File: config.mk
export PLATFORM = sky130hd
export DESIGN_NAME = csa_accumulator
export DESIGN_NICKNAME = d
export VERILOG_FILES = /design/src/rtl/csa_acc_pkg.sv /design/src/rtl/no_ripple_N_full_adder.sv /design/src/rtl/csa_accumulator.sv
export SDC_FILE = /design/constraint.sdc
export NUM_CORES = 1
export LEC_CHECK = 0
export CAP_MARGIN = 20
export CORE_ASPECT_RATIO = 1.5
export CORE_MARGIN = 2
export CORE_UTILIZATION = 56
export CTS_BUF_LIST = sky130_fd_sc_hd__clkbuf_8
export CTS_CLUSTER_SIZE = 20
export DETAILED_ROUTE_END_ITERATION = 16
export HOLD_SLACK_MARGIN = 0.15
export PLACE_DENSITY = 0.87
export RECOVER_POWER = 25
export SLEW_MARGIN = 30
export SYNTH_ARGS = -nofsm -noshare
export SYNTH_HDL_FRONTEND = slang
export SYNTH_SLANG_ARGS = --single-unit
File: constraint.sdc
create_clock -name clk -period 2.2 [get_ports clk]
set_clock_uncertainty 0.1 [all_clocks]
set_input_delay 0.33 -clock clk [delete_from_list [all_inputs] [get_ports clk]]
set_output_delay 0.33 -clock clk [all_outputs]
set_load 0.01 [all_outputs]
File: src/rtl/csa_acc_pkg.sv
// ============================================================================
// Module   : csa_acc_pkg
// Brief    : Shared FSM state encoding and default widths for csa_accumulator.
// Revision : 1.0 - initial release
// ============================================================================
`default_nettype none

package csa_acc_pkg;

    localparam int C_WIDTH     = 8;
    localparam int C_ACC_WIDTH = 16;

    typedef enum logic [1:0] {
        ACCUM   = 2'd0,
        RESOLVE = 2'd1,
        DONE    = 2'd2
    } state_t;

endpackage

`default_nettype wire

File: src/rtl/no_ripple_N_full_adder.sv
// ============================================================================
// Module   : no_ripple_N_full_adder
// Brief    : WIDTH independent full adders (3:2 compressor), no carry chain.
// Revision : 1.0 - initial release
// ============================================================================
`default_nettype none

module no_ripple_N_full_adder #(
    parameter int WIDTH = 16
) (
    input  logic [WIDTH-1:0] i_a,
    input  logic [WIDTH-1:0] i_b,
    input  logic [WIDTH-1:0] i_c,
    output logic [WIDTH-1:0] o_sum,
    output logic [WIDTH-1:0] o_carry
);

    assign o_sum   = i_a ^ i_b ^ i_c;
    assign o_carry = (i_a & i_b) | (i_a & i_c) | (i_b & i_c);

endmodule

`default_nettype wire

File: src/rtl/csa_accumulator.sv
// ============================================================================
// Module   : csa_accumulator
// Brief    : Packet accumulator holding a carry-save sum, resolved carry-by-carry.
// Revision : 1.0 - initial release
// ============================================================================
`default_nettype none

module csa_accumulator
    import csa_acc_pkg::*;
#(
    parameter int WIDTH     = C_WIDTH,
    parameter int ACC_WIDTH = C_ACC_WIDTH
) (
    input  logic                 clk,
    input  logic                 rst,
    input  logic                 in_valid,
    output logic                 in_ready,
    input  logic [WIDTH-1:0]     in_data,
    input  logic                 in_last,
    input  logic                 soft_clr,
    output logic                 out_valid,
    input  logic                 out_ready,
    output logic [ACC_WIDTH-1:0] out_data,
    output logic [7:0]           out_count
);

    state_t                 r_state;
    state_t                 w_next_state;
    logic [ACC_WIDTH-1:0]   r_s;
    logic [ACC_WIDTH-1:0]   r_c;
    logic [ACC_WIDTH-1:0]   r_out_data;
    logic [7:0]             r_count;
    logic [ACC_WIDTH-1:0]   w_fa_c;
    logic [ACC_WIDTH-1:0]   w_sum;
    logic [ACC_WIDTH-1:0]   w_carry;
    logic [ACC_WIDTH-1:0]   w_carry_sh;
    logic                   w_accept;
    logic                   w_c_zero;

    assign in_ready  = (r_state == ACCUM);
    assign out_valid = (r_state == DONE);
    assign out_data  = r_out_data;
    assign out_count = r_count;
    assign w_accept  = in_valid && in_ready;
    assign w_c_zero  = (r_c == '0);

    // Single compressor: adds the operand in ACCUM, acts as a half-adder step in RESOLVE.
    assign w_fa_c     = (r_state == ACCUM) ? {{(ACC_WIDTH-WIDTH){1'b0}}, in_data} : '0;
    assign w_carry_sh = w_carry << 1;

    no_ripple_N_full_adder #(
        .WIDTH (ACC_WIDTH)
    ) u_fa (
        .i_a     (r_s),
        .i_b     (r_c),
        .i_c     (w_fa_c),
        .o_sum   (w_sum),
        .o_carry (w_carry)
    );

    always_ff @(posedge clk or posedge rst) begin
        if (rst) begin
            r_state <= ACCUM;
        end else begin
            r_state <= w_next_state;
        end
    end

    always_comb begin
        w_next_state = r_state;
        if (soft_clr) begin
            w_next_state = ACCUM;
        end else begin
            case (r_state)
                ACCUM:   if (w_accept && in_last) w_next_state = RESOLVE;
                RESOLVE: if (w_c_zero)            w_next_state = DONE;
                DONE:    if (out_ready)           w_next_state = ACCUM;
                default:                          w_next_state = ACCUM;
            endcase
        end
    end

    always_ff @(posedge clk or posedge rst) begin
        if (rst) begin
            r_s        <= '0;
            r_c        <= '0;
            r_out_data <= '0;
            r_count    <= '0;
        end else if (soft_clr) begin
            r_s        <= '0;
            r_c        <= '0;
            r_out_data <= '0;
            r_count    <= '0;
        end else begin
            case (r_state)
                ACCUM: begin
                    if (w_accept) begin
                        r_s     <= w_sum;
                        r_c     <= w_carry_sh;
                        r_count <= (r_count == 8'hFF) ? r_count : r_count + 8'd1;
                    end
                end
                RESOLVE: begin
                    if (w_c_zero) begin
                        r_out_data <= r_s;
                    end else begin
                        r_s <= w_sum;
                        r_c <= w_carry_sh;
                    end
                end
                DONE: begin
                    if (out_ready) begin
                        r_s     <= '0;
                        r_c     <= '0;
                        r_count <= '0;
                    end
                end
                default: begin
                    r_s <= '0;
                    r_c <= '0;
                end
            endcase
        end
    end

endmodule

`default_nettype wire
==> flow_summary.ini <==
[placed_design]
place.port_buffers = 39
post_dp_cell_area_sq_um = 3380
routabilityCongestion = 0.844
place.detailed.hpwl_um = 4190

[global_routing]
grt_antenna_before_repair = 0
groute.layer.met2.usage_pct = 38.9
grt_util_met1_pct = 28.7
grt_busiest_layer = met2
first_pass_grt_wire_length_um = 10200
grt_usage_pct = 23.0
vias_in_the_first_global_route = 2175
grt_max_degree = 58
grt_overflow = 0
met3_global_route_usage_pct = 6.69

[clock_tree]
clock_insertion_delay_worst_skew_ns = 0.34
cts_buffers = 9
clock_path_buffers = 2
post_cts_hold_buffer_count = 0
cts.clk_slew.worst_paths_ns = 0.06
cts_tree = yes
htreeDepth = 3
cts_sinks = 57
cts_root_buffer = sky130_fd_sc_hd__clkbuf_8

[power]
vdd.ir_drop.worst_v = 0.000514
power_leakage_nw = 1.56
power_per_cell_area_nw_per_um2 = 899

[yosys]
netlist-cell-type-count = 42
synthMostInstantiatedCell = sky130_fd_sc_hd__dfrtp_1
yosysSeqAreaShare_pct = 50.2
number_of_nets_in_the_synthesized_netlist = 282
synth_top_cell_area_share_pct = 50.2
yosys_warnings = 0
synth.largest_area_cell = sky130_fd_sc_hd__dfrtp_1
async_reset_ff_share_pct = 100
ys_dominant_reg_cell = sky130_fd_sc_hd__dfrtp_1
synth_area_leaders = sky130_fd_sc_hd__dfrtp_1, sky130_fd_sc_hd__a22o_1, sky130_fd_sc_hd__fa_1
synth_common_cells = sky130_fd_sc_hd__dfrtp_1, sky130_fd_sc_hd__nand2b_1, sky130_fd_sc_hd__inv_1, sky130_fd_sc_hd__nand2_1, sky130_fd_sc_hd__a22o_1
synth_edf_count = 0
synth_seq_cells = 57
syn-instance-count = 252
avgSynthCellArea_sq_um = 11.3
synth.cell_area_sq_um = 2840

[drt]
drt-initial-drc-count = 128
finalWirelength_um = 6080
via_per_inst = 5.71
first_pass_iters = 4
routed_wire_length_per_instance_um = 16.2
vias = 2136
route.detailed.drc = 0
post_route_ant_nets = 0

[sta]
tightestPinTransition_ns = 1.37
max_slew_margin_pct = 8.45
period_minus_slack_ns = 2.13
final.setup.tns_ns = 0
max_frequency_mhz = 469
setup_viol = 0
setup_repair_after_global_routing_missed_its_margin = no
hold_viol = 0
pins_over_their_slew_limit = 0
post-route-period-util_pct = 96.9

[die]
io_pins = 40
overall_die_area_sq_um = 5670
fp.coreArea_sq_um = 4850
die_h_um = 91.2
number_of_cell_rows = 31
start_util_pct = 58.6
die_x_um = 62.2

[critical_path]
slowest_delay_ns = 0.60
critPathMaxFanout = 6
cp_data_arrival_time_ns = 1.70
worst_ep_required_time_ns = 1.77
ff2ff_path_depth = 5
startpoint_type_of_the_worst_setup_path = register
cp-end-kind = primary output
cp_bufs_invs = 1
crit_cells = 2
critical_path_class = reg2out
critPathSlowestCell = sky130_fd_sc_hd__clkdlybuf4s50_1
path_delay_family = buffers and inverters
cp_cell_sequence = nor2_2 > clkdlybuf4s50_1

[final_layout]
fillerInstances = 339
area_delta_synth_final_pct = 25.9
post_route_cells_drive_above_1_share_pct = 12.3
n_antenna_cell = 0
postLayoutCellArea_sq_um = 3580
nets = 333

[run]
max_cap_violations = 0

[worst_hold_path]
worstHoldPathCells = 1
worst_hold_path_type = reg2reg

[status]
status = completed
## what timing repair did
item / 4_1_cts / 5_1_grt
resized for setup: 0 / 3
buffers inserted: 0 / 0
endpoints found under the setup margin: 0 / 24
## metal layers
layer  share of wire (%)  vias up
met1                  43     1073
li1                    -     1012
met4                0.49        0
met5                   0        -
met3                 3.7        4
met2                  53       47
## report_power, final
group / leakage (nW) / total, W / switching [W] / internal (W)
clock: 0.115 / 0.00101 / 0.000402 / 0.000605
combinational: 0.663 / 0.000948 / 0.000532 / 0.000415
sequential: 0.785 / 0.00126 / 0.0000916 / 0.00117
## final timing paths
check | slack (ns) | end | start
worst min register to register | 0.39 | r_s[6]$_DFFE_PP0P_ | r_s[6]$_DFFE_PP0P_
worst max register to register | 0.11 | r_c[15]$_DFFE_PP0P_ | r_c[11]$_DFFE_PP0P_
min in group asynchronous | 0.66 | out_data[8]$_DFFE_PP0P_ | rst
max in group asynchronous | 0.44 | r_state[1]$_DFFE_PP0P_ | rst
worst min-delay path | 0.39 | r_s[6]$_DFFE_PP0P_ | r_s[6]$_DFFE_PP0P_
worst max-delay path | 0.07 | in_ready | r_state[1]$_DFFE_PP0P_
## layout make-up
type                       instances  area, sq um  share of cell area (%)
inverter                          17         63.8                    1.78
timing repair buffer              53          518                    14.5
tap                               66         82.6                    2.31
sequential                        57         1430                    39.9
multi-input combinational        165         1280                    35.7
clock inverter                     4         42.5                    1.19
clock buffer                      12          165                    4.62
## worst reg2reg max path, stage by stage, from the launching register on
cell                      delay (ns)
sky130_fd_sc_hd__dfrtp_1        0.41
sky130_fd_sc_hd__nor4_1         0.35
sky130_fd_sc_hd__buf_4          0.18
sky130_fd_sc_hd__nand4_2        0.26
sky130_fd_sc_hd__and3_2         0.43
sky130_fd_sc_hd__a22o_1         0.24
## registers in the layout, summed over array words and instances (netlist names)
signal     flops
out_data      16
out_count      8
r_state        2
r_s           16
r_c           15
## cells by family after synthesis
family,after synthesis,synth area share (%)
DFF,57,50.2
adders and majority gates,16,8.89
AOI/OAI and AO/OA,66,17.4
and+or+nand+nor,73,15.1
muxes,10,3.52
buffers and inverters,30,4.84
## through the flow
| stage | utilization [%] | power (W) | worst slack, ns | hold slack, ns | std cells |
|---|---|---|---|---|---|
| after floorplan | - | 0.00186 | 0.317 | 0.356 | 252 |
| after global placement | 69.8 | 0.00218 | 0.0447 | 0.371 | 358 |
| after detailed placement | 69.8 | 0.00222 | 0.0109 | 0.374 | 358 |
| after CTS | 74.1 | 0.00323 | 0.00584 | 0.286 | 374 |
| after global routing | 73.8 | 0.00338 | 0.0109 | 0.417 | 374 |
| final | 73.8 | 0.00322 | 0.0673 | 0.393 | 374 |
## cell usage in the layout, fill, tap and decap left out, drive strengths merged, types with 3 or more instances in the layout
master and n:
mux2i 10, inv 18, dfrtp 57, nor4 3, ha 9, clkdlybuf4s50 39, nand2 17, a22o 16
and3 3, o2bb2ai 7, nand3 4, buf 13, nand2b 20, a31oi 5, o41ai 7, fa 7
o21ai 12, o22ai 6, nor2 6, nor2b 8, a21oi 7, clkbuf 13
Power figures use the tool's default switching activity.
